<file path="src/rtl/vend_pkg.sv">
// Shared coin codes, controller states and coin values for the vending controller.
package vend_pkg;

    typedef enum logic [1:0] {
        COIN_5C  = 2'd0,
        COIN_10C = 2'd1,
        COIN_25C = 2'd2,
        COIN_BAD = 2'd3
    } coin_t;

    typedef enum logic [1:0] {
        ST_IDLE   = 2'd0,
        ST_CREDIT = 2'd1,
        ST_VEND   = 2'd2,
        ST_CHANGE = 2'd3
    } state_t;

    localparam int COIN5  = 5;
    localparam int COIN10 = 10;
    localparam int COIN25 = 25;

    function automatic logic [4:0] coin_value(input coin_t c);
        case (c)
            COIN_5C:  return 5'(COIN5);
            COIN_10C: return 5'(COIN10);
            COIN_25C: return 5'(COIN25);
            default:  return 5'd0;
        endcase
    endfunction

endpackage

</file>
<file path="src/rtl/vend_change_gen.sv">
// Greedy change coin picker: largest coin not exceeding the remaining credit.
// Purely combinational; the caller only consults it while credit is nonzero.
module vend_change_gen
    import vend_pkg::*;
#(
    parameter int CREDIT_W = 8
) (
    input  logic [CREDIT_W-1:0] credit,
    output logic [1:0]          chg_coin
);

    always_comb begin
        chg_coin = COIN_5C;
        if (credit >= CREDIT_W'(COIN25)) begin
            chg_coin = COIN_25C;
        end else if (credit >= CREDIT_W'(COIN10)) begin
            chg_coin = COIN_10C;
        end
    end

endmodule

</file>
<file path="src/rtl/vend_ctrl.sv">
// Vending controller: coin credit, product release handshake and greedy change payout.
// Coin/select responses one cycle after the pulse; vend_vld/chg_vld held until their ack.
// Define VEND_CANCEL_EN to let cancel refund the full credit from CREDIT.
module vend_ctrl
    import vend_pkg::*;
#(
    parameter int NUM_ITEMS  = 4,
    parameter int CREDIT_W   = 8,
    parameter int PRICE      = 25,
    parameter int MAX_CREDIT = 95,
    parameter int STOCK_W    = 4,
    parameter int INIT_STOCK = 8
) (
    input  logic                         clk,
    input  logic                         reset,
    input  logic                         coin_vld,
    input  logic [1:0]                   coin_sel,
    input  logic                         sel_vld,
    input  logic [$clog2(NUM_ITEMS)-1:0] sel_idx,
    input  logic                         cancel,
    output logic                         vend_vld,
    output logic [$clog2(NUM_ITEMS)-1:0] vend_idx,
    input  logic                         vend_ack,
    output logic                         chg_vld,
    output logic [1:0]                   chg_coin,
    input  logic                         chg_ack,
    output logic [CREDIT_W-1:0]          credit,
    output logic [NUM_ITEMS-1:0]         sold_out,
    output logic                         coin_reject,
    output logic                         sel_err,
    output logic                         busy
);

    localparam int IDX_W = $clog2(NUM_ITEMS);

    state_t              state_q, state_d;
    logic [CREDIT_W-1:0] credit_q, credit_d;
    logic [IDX_W-1:0]    vend_idx_q, vend_idx_d;
    logic [STOCK_W-1:0]  stock_q [NUM_ITEMS];
    logic                coin_reject_q, coin_reject_d;
    logic                sel_err_q, sel_err_d;
    logic                dec_stock;
    logic                cancel_req;
    logic                coin_ok;
    logic                sel_in_range;
    logic                sel_empty;
    logic [CREDIT_W:0]   coin_sum;
    logic [1:0]          gen_coin;
    logic [CREDIT_W-1:0] chg_val;

`ifdef VEND_CANCEL_EN
    assign cancel_req = cancel;
`else
    logic unused_cancel;
    assign unused_cancel = cancel;
    assign cancel_req    = 1'b0;
`endif

    vend_change_gen #(
        .CREDIT_W (CREDIT_W)
    ) u_change_gen (
        .credit   (credit_q),
        .chg_coin (gen_coin)
    );

    assign chg_val  = CREDIT_W'(coin_value(coin_t'(gen_coin)));
    assign coin_sum = {1'b0, credit_q} + (CREDIT_W+1)'(coin_value(coin_t'(coin_sel)));
    assign coin_ok  = (coin_t'(coin_sel) != COIN_BAD) &&
                      (coin_sum <= (CREDIT_W+1)'(MAX_CREDIT));

    // Out-of-range indices (non power-of-two NUM_ITEMS) must not touch the stock array.
    assign sel_in_range = (int'(sel_idx) < NUM_ITEMS);
    assign sel_empty    = sel_in_range ? (stock_q[sel_idx] == '0) : 1'b1;

    always_comb begin
        state_d       = state_q;
        credit_d      = credit_q;
        vend_idx_d    = vend_idx_q;
        coin_reject_d = 1'b0;
        sel_err_d     = 1'b0;
        dec_stock     = 1'b0;
        case (state_q)
            ST_IDLE, ST_CREDIT: begin
                if (coin_vld) begin
                    if (coin_ok) begin
                        credit_d = coin_sum[CREDIT_W-1:0];
                        state_d  = ST_CREDIT;
                    end else begin
                        coin_reject_d = 1'b1;
                    end
                end else if (state_q == ST_CREDIT && cancel_req) begin
                    state_d = ST_CHANGE;
                end else if (sel_vld && credit_q >= CREDIT_W'(PRICE)) begin
                    if (sel_empty) begin
                        sel_err_d = 1'b1;
                    end else begin
                        state_d    = ST_VEND;
                        vend_idx_d = sel_idx;
                    end
                end
            end
            ST_VEND: begin
                coin_reject_d = coin_vld;
                if (vend_ack) begin
                    credit_d  = credit_q - CREDIT_W'(PRICE);
                    dec_stock = 1'b1;
                    state_d   = (credit_q == CREDIT_W'(PRICE)) ? ST_IDLE : ST_CHANGE;
                end
            end
            ST_CHANGE: begin
                coin_reject_d = coin_vld;
                if (chg_ack) begin
                    credit_d = credit_q - chg_val;
                    state_d  = (credit_q == chg_val) ? ST_IDLE : ST_CHANGE;
                end
            end
            default: state_d = ST_IDLE;
        endcase
    end

    always_ff @(posedge clk or posedge reset) begin
        if (reset) begin
            state_q       <= ST_IDLE;
            credit_q      <= '0;
            vend_idx_q    <= '0;
            coin_reject_q <= 1'b0;
            sel_err_q     <= 1'b0;
        end else begin
            state_q       <= state_d;
            credit_q      <= credit_d;
            vend_idx_q    <= vend_idx_d;
            coin_reject_q <= coin_reject_d;
            sel_err_q     <= sel_err_d;
        end
    end

    always_ff @(posedge clk or posedge reset) begin
        if (reset) begin
            for (int i = 0; i < NUM_ITEMS; i++) begin
                stock_q[i] <= STOCK_W'(INIT_STOCK);
            end
        end else if (dec_stock && stock_q[vend_idx_q] != '0) begin
            stock_q[vend_idx_q] <= stock_q[vend_idx_q] - STOCK_W'(1);
        end
    end

    for (genvar g = 0; g < NUM_ITEMS; g++) begin : g_sold_out
        assign sold_out[g] = (stock_q[g] == '0);
    end

    assign vend_vld    = (state_q == ST_VEND);
    assign vend_idx    = vend_idx_q;
    assign chg_vld     = (state_q == ST_CHANGE);
    assign chg_coin    = chg_vld ? gen_coin : 2'd0;
    assign credit      = credit_q;
    assign coin_reject = coin_reject_q;
    assign sel_err     = sel_err_q;
    assign busy        = vend_vld | chg_vld;

endmodule

</file>
<file path="config.mk">
export PLATFORM = sky130hd
export DESIGN_NAME = vend_ctrl
export DESIGN_NICKNAME = d
export VERILOG_FILES = /design/src/rtl/vend_pkg.sv /design/src/rtl/vend_change_gen.sv /design/src/rtl/vend_ctrl.sv
export SDC_FILE = /design/constraint.sdc
export NUM_CORES = 1
export LEC_CHECK = 0
export ABC_AREA = 1
export CAP_MARGIN = 5
export CORE_ASPECT_RATIO = 1.75
export CORE_UTILIZATION = 33
export DETAILED_ROUTE_END_ITERATION = 10
export PLACE_DENSITY = 0.6
export SYNTH_ARGS = -nofsm -noshare
export SYNTH_HDL_FRONTEND = slang
export SYNTH_SLANG_ARGS = --single-unit
export TNS_END_PERCENT = 30
</file>
<file path="constraint.sdc">
create_clock -name clk -period 3.1 [get_ports clk]
set_clock_uncertainty 0.2 [all_clocks]
set_input_delay 0.62 -clock clk [delete_from_list [all_inputs] [get_ports clk]]
set_output_delay 0.62 -clock clk [all_outputs]
set_load 0.02 [all_outputs]
</file>
==> flow_metrics.py, run 1 <==
metrics = {
    "power_and_ir_drop": {
        "power.internal_w": 0.00173,
        "powerDensity_nw_per_um2": 992,
        "p_leak_nw": 1.74,
        "pwr-share-comb_pct": 67.4,
        "clockPowerShare_pct": 16.0,
        "p_seq_share_pct": 16.6,
        "p_sw_w": 0.00160,
        "ir_drop_uv": 466,
        "p_sw_share_pct": 48.1,
    },
    "job": {
        "max-cap-violations": 0,
    },
    "timing": {
        "slew_violations": 0,
        "relSlewSlack_pct": 73.8,
        "whs_ns": 0.288,
        "hold_viol": 0,
        "setup_viol": 0,
        "min_period_over_period_pct": 93.1,
        "clock.fmax_ghz": 0.347,
        "min_period_ns": 2.88,
        "tightestPinTransition_ns": 0.393,
        "setup_tns_ns": 0,
        "setup_ws_ns": 0.215,
        "rsz0062_at_grt": "false",
    },
    "critical_path": {
        "crit_end": "credit[6]",
        "critPathArrivalTime_ns": 2.86,
        "critical_path_depth": 18,
        "path_max_fanout": 4,
        "cp-startpoint": "credit[0]",
        "required_ns": 3.07,
        "r2r_end": "credit[6]",
        "cp-start-kind": "register",
        "r2r-start": "credit[0]",
        "worstSetupPathType": "register to register",
        "r2r_cells": 18,
        "rrSetupSlack_ns": 0.22,
        "endpoint_kind": "register",
        "crit_family": "simple AND/OR/NAND/NOR gates",
        "cp.buffers_inverters": 3,
        "slowest_delay_ns": 0.42,
        "crit_chain": "inv_1, ha_1, a21oi_2, nand2_1, nand3_2, inv_1, nand2_2, ha_1, inv_1, fa_1, nand3_1, nand2_1, nand2_1, nand3_1, nand3_1, nand3_1, nand3_1, nand2_1",
        "cp_slowest_cell": "fa_1",
        "cp_common_cell": "nand3_1",
    },
    "place": {
        "postPlaceCellArea_um2": 3170,
        "gp_congestion": 0.877,
        "place_hpwl_um": 5960,
        "preCtsSetupSlack_ns": -0.0592,
        "numPortBuffers": 30,
        "place_inst": 516,
    },
    "clock_tree": {
        "numCtsBuffers": 5,
        "path_clk_slew_ns": 0.05,
        "clock-sinks": 30,
        "post_cts_buffers": 0,
        "cts_root_buffer": "clkbuf_16",
        "htreeDepth": 2,
        "clk_latency_ns": 0.28,
        "clock_path_buffers": 2,
        "cts_tree": "built",
    },
    "yosys": {
        "yosysTopAreaCell": "dfrtp_1",
        "synth_cell_types": 40,
        "syn_area_um2": 2590,
        "ys_warn_count": 0,
        "muxShareOfSynthArea_pct": 0,
        "synth_top_family_by_area": "simple AND/OR/NAND/NOR gates",
        "synth_top_cell_area_share_pct": 25.1,
        "yosys-top-cells-area": "dfrtp_1 (25%), nand2_1 (18%), nand3_1 (9.6%), ha_1 (8.7%), inv_1 (5.5%)",
        "dominantRegCellSynth": "dfrtp_1",
        "synth_fa_ha_area_share_pct": 10.2,
        "synthArstFlopShare_pct": 100,
        "synth_seq_cells": 30,
        "yosysSeqAreaShare_pct": 29.1,
        "syn_inst": 377,
        "synth.net_count": 408,
        "synth_xor_area_share_pct": 0.338,
        "synth_edf_count": 0,
        "synth_compound_area_share_pct": 8.59,
        "avgSynthCellArea_um2": 6.88,
        "synthSimpleGateAreaFrac_pct": 42.9,
    },
    "global_routing": {
        "grt_pass1_wl_um": 12200,
        "grt_max_degree": 31,
        "grt_pass1_vias": 2734,
        "antenna_found_initial": 0,
        "grt_use_total_pct": 19.2,
        "grt_overflow": 0,
    },
    "die": {
        "dieArea_um2": 8230,
        "fp.dieW_um": 69.0,
        "num_rows": 42,
        "start_util_pct": 34.3,
        "pin_count": 32,
        "dieHeight_um": 119,
        "coreArea_um2": 7570,
    },
    "layout": {
        "finalNetCount": 466,
        "finalNonFillerCells": 524,
        "area_delta_synth_final_pct": 29.6,
        "design_area_um2": 3360,
        "num_antenna_cells": 0,
        "final_common_cell": "nand2_1",
        "final_cell_mix": "nand2_1 (122), nand3_1 (50), inv_1 (38)",
        "drive_gt1_share_pct": 17.2,
    },
    "drt": {
        "post_drt_via_cell_ratio": 5.09,
        "wl_um": 7410,
        "routedWlPerCell_um": 14.1,
        "dr_total_vias": 2668,
        "drt_iter0_drc": 107,
        "antenna_left": 0,
        "dr.pass1.iters": 5,
        "drc_errors": 0,
    },
    "min_path": {
        "worstHoldPathType": "register to register",
    },
    "status": {
        "run_status": "completed",
    },
}
==> timing repair <==
item                       CTS  global route
pin swaps                    0             1
setup endpoints to repair    1             8
resized for setup            1             5
hold endpoints to repair     0             0
hold buffers                 0             0
==> worst reg2reg max path, stage by stage (launching register included) <==
cell and delay, ns:
dfrtp_1 0.34, inv_1 0.06, ha_1 0.23, a21oi_2 0.20, nand2_1 0.11, nand3_2 0.11
inv_1 0.09, nand2_2 0.12, ha_1 0.16, inv_1 0.08, fa_1 0.42, nand3_1 0.11
nand2_1 0.06, nand2_1 0.11, nand3_1 0.08, nand3_1 0.09, nand3_1 0.08, nand3_1 0.09
nand2_1 0.06
==> worst min-delay path by stage <==
stage	slack, ns	from	depth (start not counted)	end
4_1_cts	0.29	stock_q[11]	2	stock_q[11]
3_3_place_gp	0.28	stock_q[11]	2	stock_q[11]
5_1_grt	0.32	stock_q[15]	2	stock_q[15]
3_5_place_dp	0.29	stock_q[11]	2	stock_q[11]
6_report	0.29	stock_q[11]	2	stock_q[11]
2_1_floorplan	0.26	stock_q[15]	2	stock_q[15]
==> cell usage after synthesis (2+ instances only) <==
| master | number |
|---|---|
| nor2_2 | 5 |
| nor2_4 | 2 |
| nand3_2 | 2 |
| nor3_1 | 3 |
| a21oi_1 | 7 |
| nand3_4 | 4 |
| inv_1 | 38 |
| ha_1 | 18 |
| a22oi_1 | 2 |
| dfrtp_1 | 26 |
| dfstp_2 | 4 |
| fa_1 | 2 |
| o21ai_1 | 12 |
| nor2_1 | 23 |
| nand2_1 | 123 |
| a21oi_2 | 2 |
| buf_4 | 2 |
| nand2_2 | 3 |
| nor4_1 | 4 |
| o21ai_0 | 10 |
| nand4_1 | 7 |
| nand3b_1 | 3 |
| nand3_1 | 50 |
| inv_2 | 8 |
| or2_2 | 2 |
==> cells by family (layout without fill, tap and decap cells) <==
family	after synthesis	count (layout)
XOR/XNOR	1	1
flip-flops	30	30
adder cells (fa/ha/maj)	20	20
AND/OR/NAND/NOR	234	234
AO/OA/AOI/OAI	38	38
buffers and inverters	54	113
==> layer usage <==
layer / wire length (um) / track usage [%] / vias up
met3: 229 / 2.62 / 32
met5: 0 / 0 / -
met2: 4050 / 36.5 / 72
li1: - / - / 1349
met4: 458 / 14.8 / 0
met1: 2670 / 18.0 / 1215
==> power groups by stage <==
stage                     clock [W]  sequential [W]  combinational [W]
after global routing       0.000566        0.000567            0.00250
after detailed placement          0        0.000560            0.00220
after CTS                  0.000550        0.000556            0.00221
after floorplan                   0        0.000681            0.00131
after global placement            0        0.000558            0.00219
final                      0.000533        0.000555            0.00225
==> registers in the layout (all words and copies together) (netlist names) <==
name	count
vend_idx	2
stock_q	16
state_q	2
credit	8
coin_reject	1
sel_err	1
==> through the flow <==
step | power [W] | util [%]
after floorplan | 0.00199 | -
after global placement | 0.00274 | 41.9
after detailed placement | 0.00276 | 41.9
after CTS | 0.00332 | 44.0
after global routing | 0.00363 | 44.4
final | 0.00334 | 44.4
==> area by class of cell <==
| cell class | instances | area (um2) |
|---|---|---|
| Sequential cell | 30 | 756 |
| Fill cell | 826 | 4210 |
| Clock buffer | 8 | 166 |
| Multi-Input combinational cell | 293 | 1640 |
| Tap cell | 88 | 110 |
| Inverter | 50 | 204 |
| Timing Repair Buffer | 55 | 487 |
No activity file was read; power rests on OpenSTA's default activity.
==> inputs of run 2 (changes only) <==
Settings changed: PLACE_DENSITY 0.6 to 0.62.
Clock period 3.1 ns to 2.4 ns, I/O delays scaled along.
==> run 2 against run 1 <==
Effect of this change: the flow now finishes with violations (setup timing); design area rose by 15%; critical path depth fell by 1; sequential power up 37%; die area did not move; critical endpoint unchanged.
==> flow_metrics.py, run 2 (synthesis results as in run 1) <==
metrics = {
    "critical_path": {
        "worstSetupPathType": "register to register",
        "cp-start-kind": "register",
        "rrSetupSlack_ns": -0.17,
        "r2r_cells": 17,
        "endpoint_kind": "register",
        "r2r-start": "credit[0]",
        "path_max_fanout": 3,
        "r2r_end": "credit[6]",
        "required_ns": 2.41,
        "cp-startpoint": "credit[0]",
        "crit_end": "credit[6]",
        "critPathArrivalTime_ns": 2.58,
    },
    "power_and_ir_drop": {
        "clockPowerShare_pct": 13.0,
        "p_sw_w": 0.00252,
        "pwr-share-comb_pct": 72.8,
        "p_sw_share_pct": 46.9,
        "p_seq_share_pct": 14.1,
        "finalPower_w": 0.00537,
        "power.internal_w": 0.00285,
        "powerDensity_nw_per_um2": 1390,
        "p_leak_nw": 1.91,
        "ir_drop_uv": 624,
    },
    "layout": {
        "drive_gt1_share_pct": 32.9,
        "n_fill_cell": 768,
        "finalNetCount": 495,
        "area_delta_synth_final_pct": 49.4,
        "final_common_cell": "nand2_1",
        "fin_util_pct": 51.2,
        "finalNonFillerCells": 553,
        "largest_register_ffs": 16,
        "num_antenna_cells": 0,
        "regMostFlops": "stock_q",
        "design_area_um2": 3880,
        "final_cell_mix": "nand2_1 (115), buf_4 (52), nand3_1 (42)",
    },
    "place": {
        "gp_congestion": 0.945,
        "numPortBuffers": 30,
        "place_inst": 537,
        "place_hpwl_um": 6500,
        "postPlaceCellArea_um2": 3380,
    },
    "drt": {
        "post_drt_via_cell_ratio": 5.20,
        "drc_errors": 0,
        "dr.pass1.iters": 4,
        "drt_iter0_drc": 124,
        "wl_um": 8560,
        "antenna_left": 0,
        "dr_total_vias": 2878,
        "routedWlPerCell_um": 15.5,
    },
    "die": {
        "pin_count": 32,
        "num_rows": 42,
        "coreArea_um2": 7570,
        "start_util_pct": 34.3,
        "dieArea_um2": 8230,
        "fp.dieW_um": 69.0,
        "dieHeight_um": 119,
    },
    "status": {
        "violations": "setup timing",
        "run_status": "complete, but fails checks",
    },
    "global_routing": {
        "grt_pass1_wl_um": 13500,
        "grt_use_total_pct": 20.8,
        "grt_max_degree": 31,
        "grt_pass1_vias": 2875,
        "antenna_found_initial": 0,
        "grt_overflow": 0,
    },
    "timing": {
        "setup_tns_ns": -1.00,
        "rsz0062_at_grt": "true",
        "tightestPinTransition_ns": 0.391,
        "relSlewSlack_pct": 74.0,
        "setup_viol": 12,
        "slew_violations": 0,
        "hold_viol": 0,
        "min_period_ns": 2.57,
        "clock.fmax_ghz": 0.389,
        "min_period_over_period_pct": 107,
        "setup_ws_ns": -0.171,
    },
    "clock_tree": {
        "numCtsBuffers": 5,
        "cts_root_buffer": "clkbuf_16",
        "clock_path_buffers": 2,
        "clock-sinks": 30,
        "postCtsHoldBufs": 0,
        "htreeDepth": 2,
        "cts_tree": "built",
        "clk_latency_ns": 0.27,
        "path_clk_slew_ns": 0.05,
    },
    "min_path": {
        "worstHoldPathType": "register to register",
    },
    "job": {
        "max-cap-violations": 0,
    },
}
-- run 2: how the worst min path moves through the flow --
stage                      startpoint     endpoint  slack, ns  depth (start not counted)
after detailed placement  stock_q[11]  stock_q[11]       0.28                          2
after global placement    stock_q[11]  stock_q[11]       0.28                          2
after global routing      stock_q[11]  stock_q[11]       0.31                          2
final                     stock_q[11]  stock_q[11]       0.29                          2
after CTS                 stock_q[11]  stock_q[11]       0.29                          2
after floorplan           stock_q[15]  stock_q[15]       0.26                          2
-- run 2: worst max-delay path, cell delays in order, from the launching register on --
cell and delay, ns:
dfrtp_2 0.44, buf_6 0.14, ha_4 0.15, nand4_1 0.14, nand3_4 0.10, inv_4 0.09, nand2_4 0.07, buf_6 0.13
fa_2 0.37, nand3_2 0.10, nand2_1 0.06, nand2_2 0.09, nand2_1 0.05, nand2_1 0.05, nand3_1 0.08, nand3_1 0.08
nand3_1 0.08, nand2_1 0.07
-- run 2: power groups by stage --
stage                     Sequential, W  Clock, W  Combinational (W)
final                          0.000759  0.000700            0.00391
after detailed placement       0.000751         0            0.00329
after floorplan                0.000890         0            0.00179
after CTS                      0.000752  0.000710            0.00355
after global placement         0.000746         0            0.00326
after global routing           0.000775  0.000736            0.00427
-- run 2: through the flow --
| stage | setup WS, ns | hold slack, ns |
|---|---|---|
| detailed placement | -0.563 | 0.281 |
| global route | -0.282 | 0.314 |
| global placement | -0.502 | 0.280 |
| finish | -0.171 | 0.287 |
| CTS | -0.144 | 0.290 |
| floorplan | -0.194 | 0.263 |
-- run 2: layer usage --
metal	wire length [um]	vias up	track usage [%]	part of all wire, %
met3	243	38	2.20	2.8
li1	-	1413	-	-
met4	610	0	13.3	7.1
met5	0	-	0	0
met2	4790	89	41.5	56
met1	2920	1338	19.2	34
-- run 2: area by class of cell --
class	instances	area [um2]	share of cell area [%]
multi-input cells	293	1920	49.4
inverters	50	211	5.46
clock buffers	5	125	3.23
clock inverters	3	40.0	1.03
well taps	88	110	2.84
flip-flops and latches	30	759	19.6
repair buffers	84	714	18.4
-- run 2: what timing repair did --
| item | CTS | global route |
|---|---|---|
| buffers inserted | 5 | 3 |
| cloned | 0 | 0 |
| gates resized for setup | 36 | 35 |
| setup endpoints to repair | 14 | 14 |
| pin swaps | 12 | 17 |
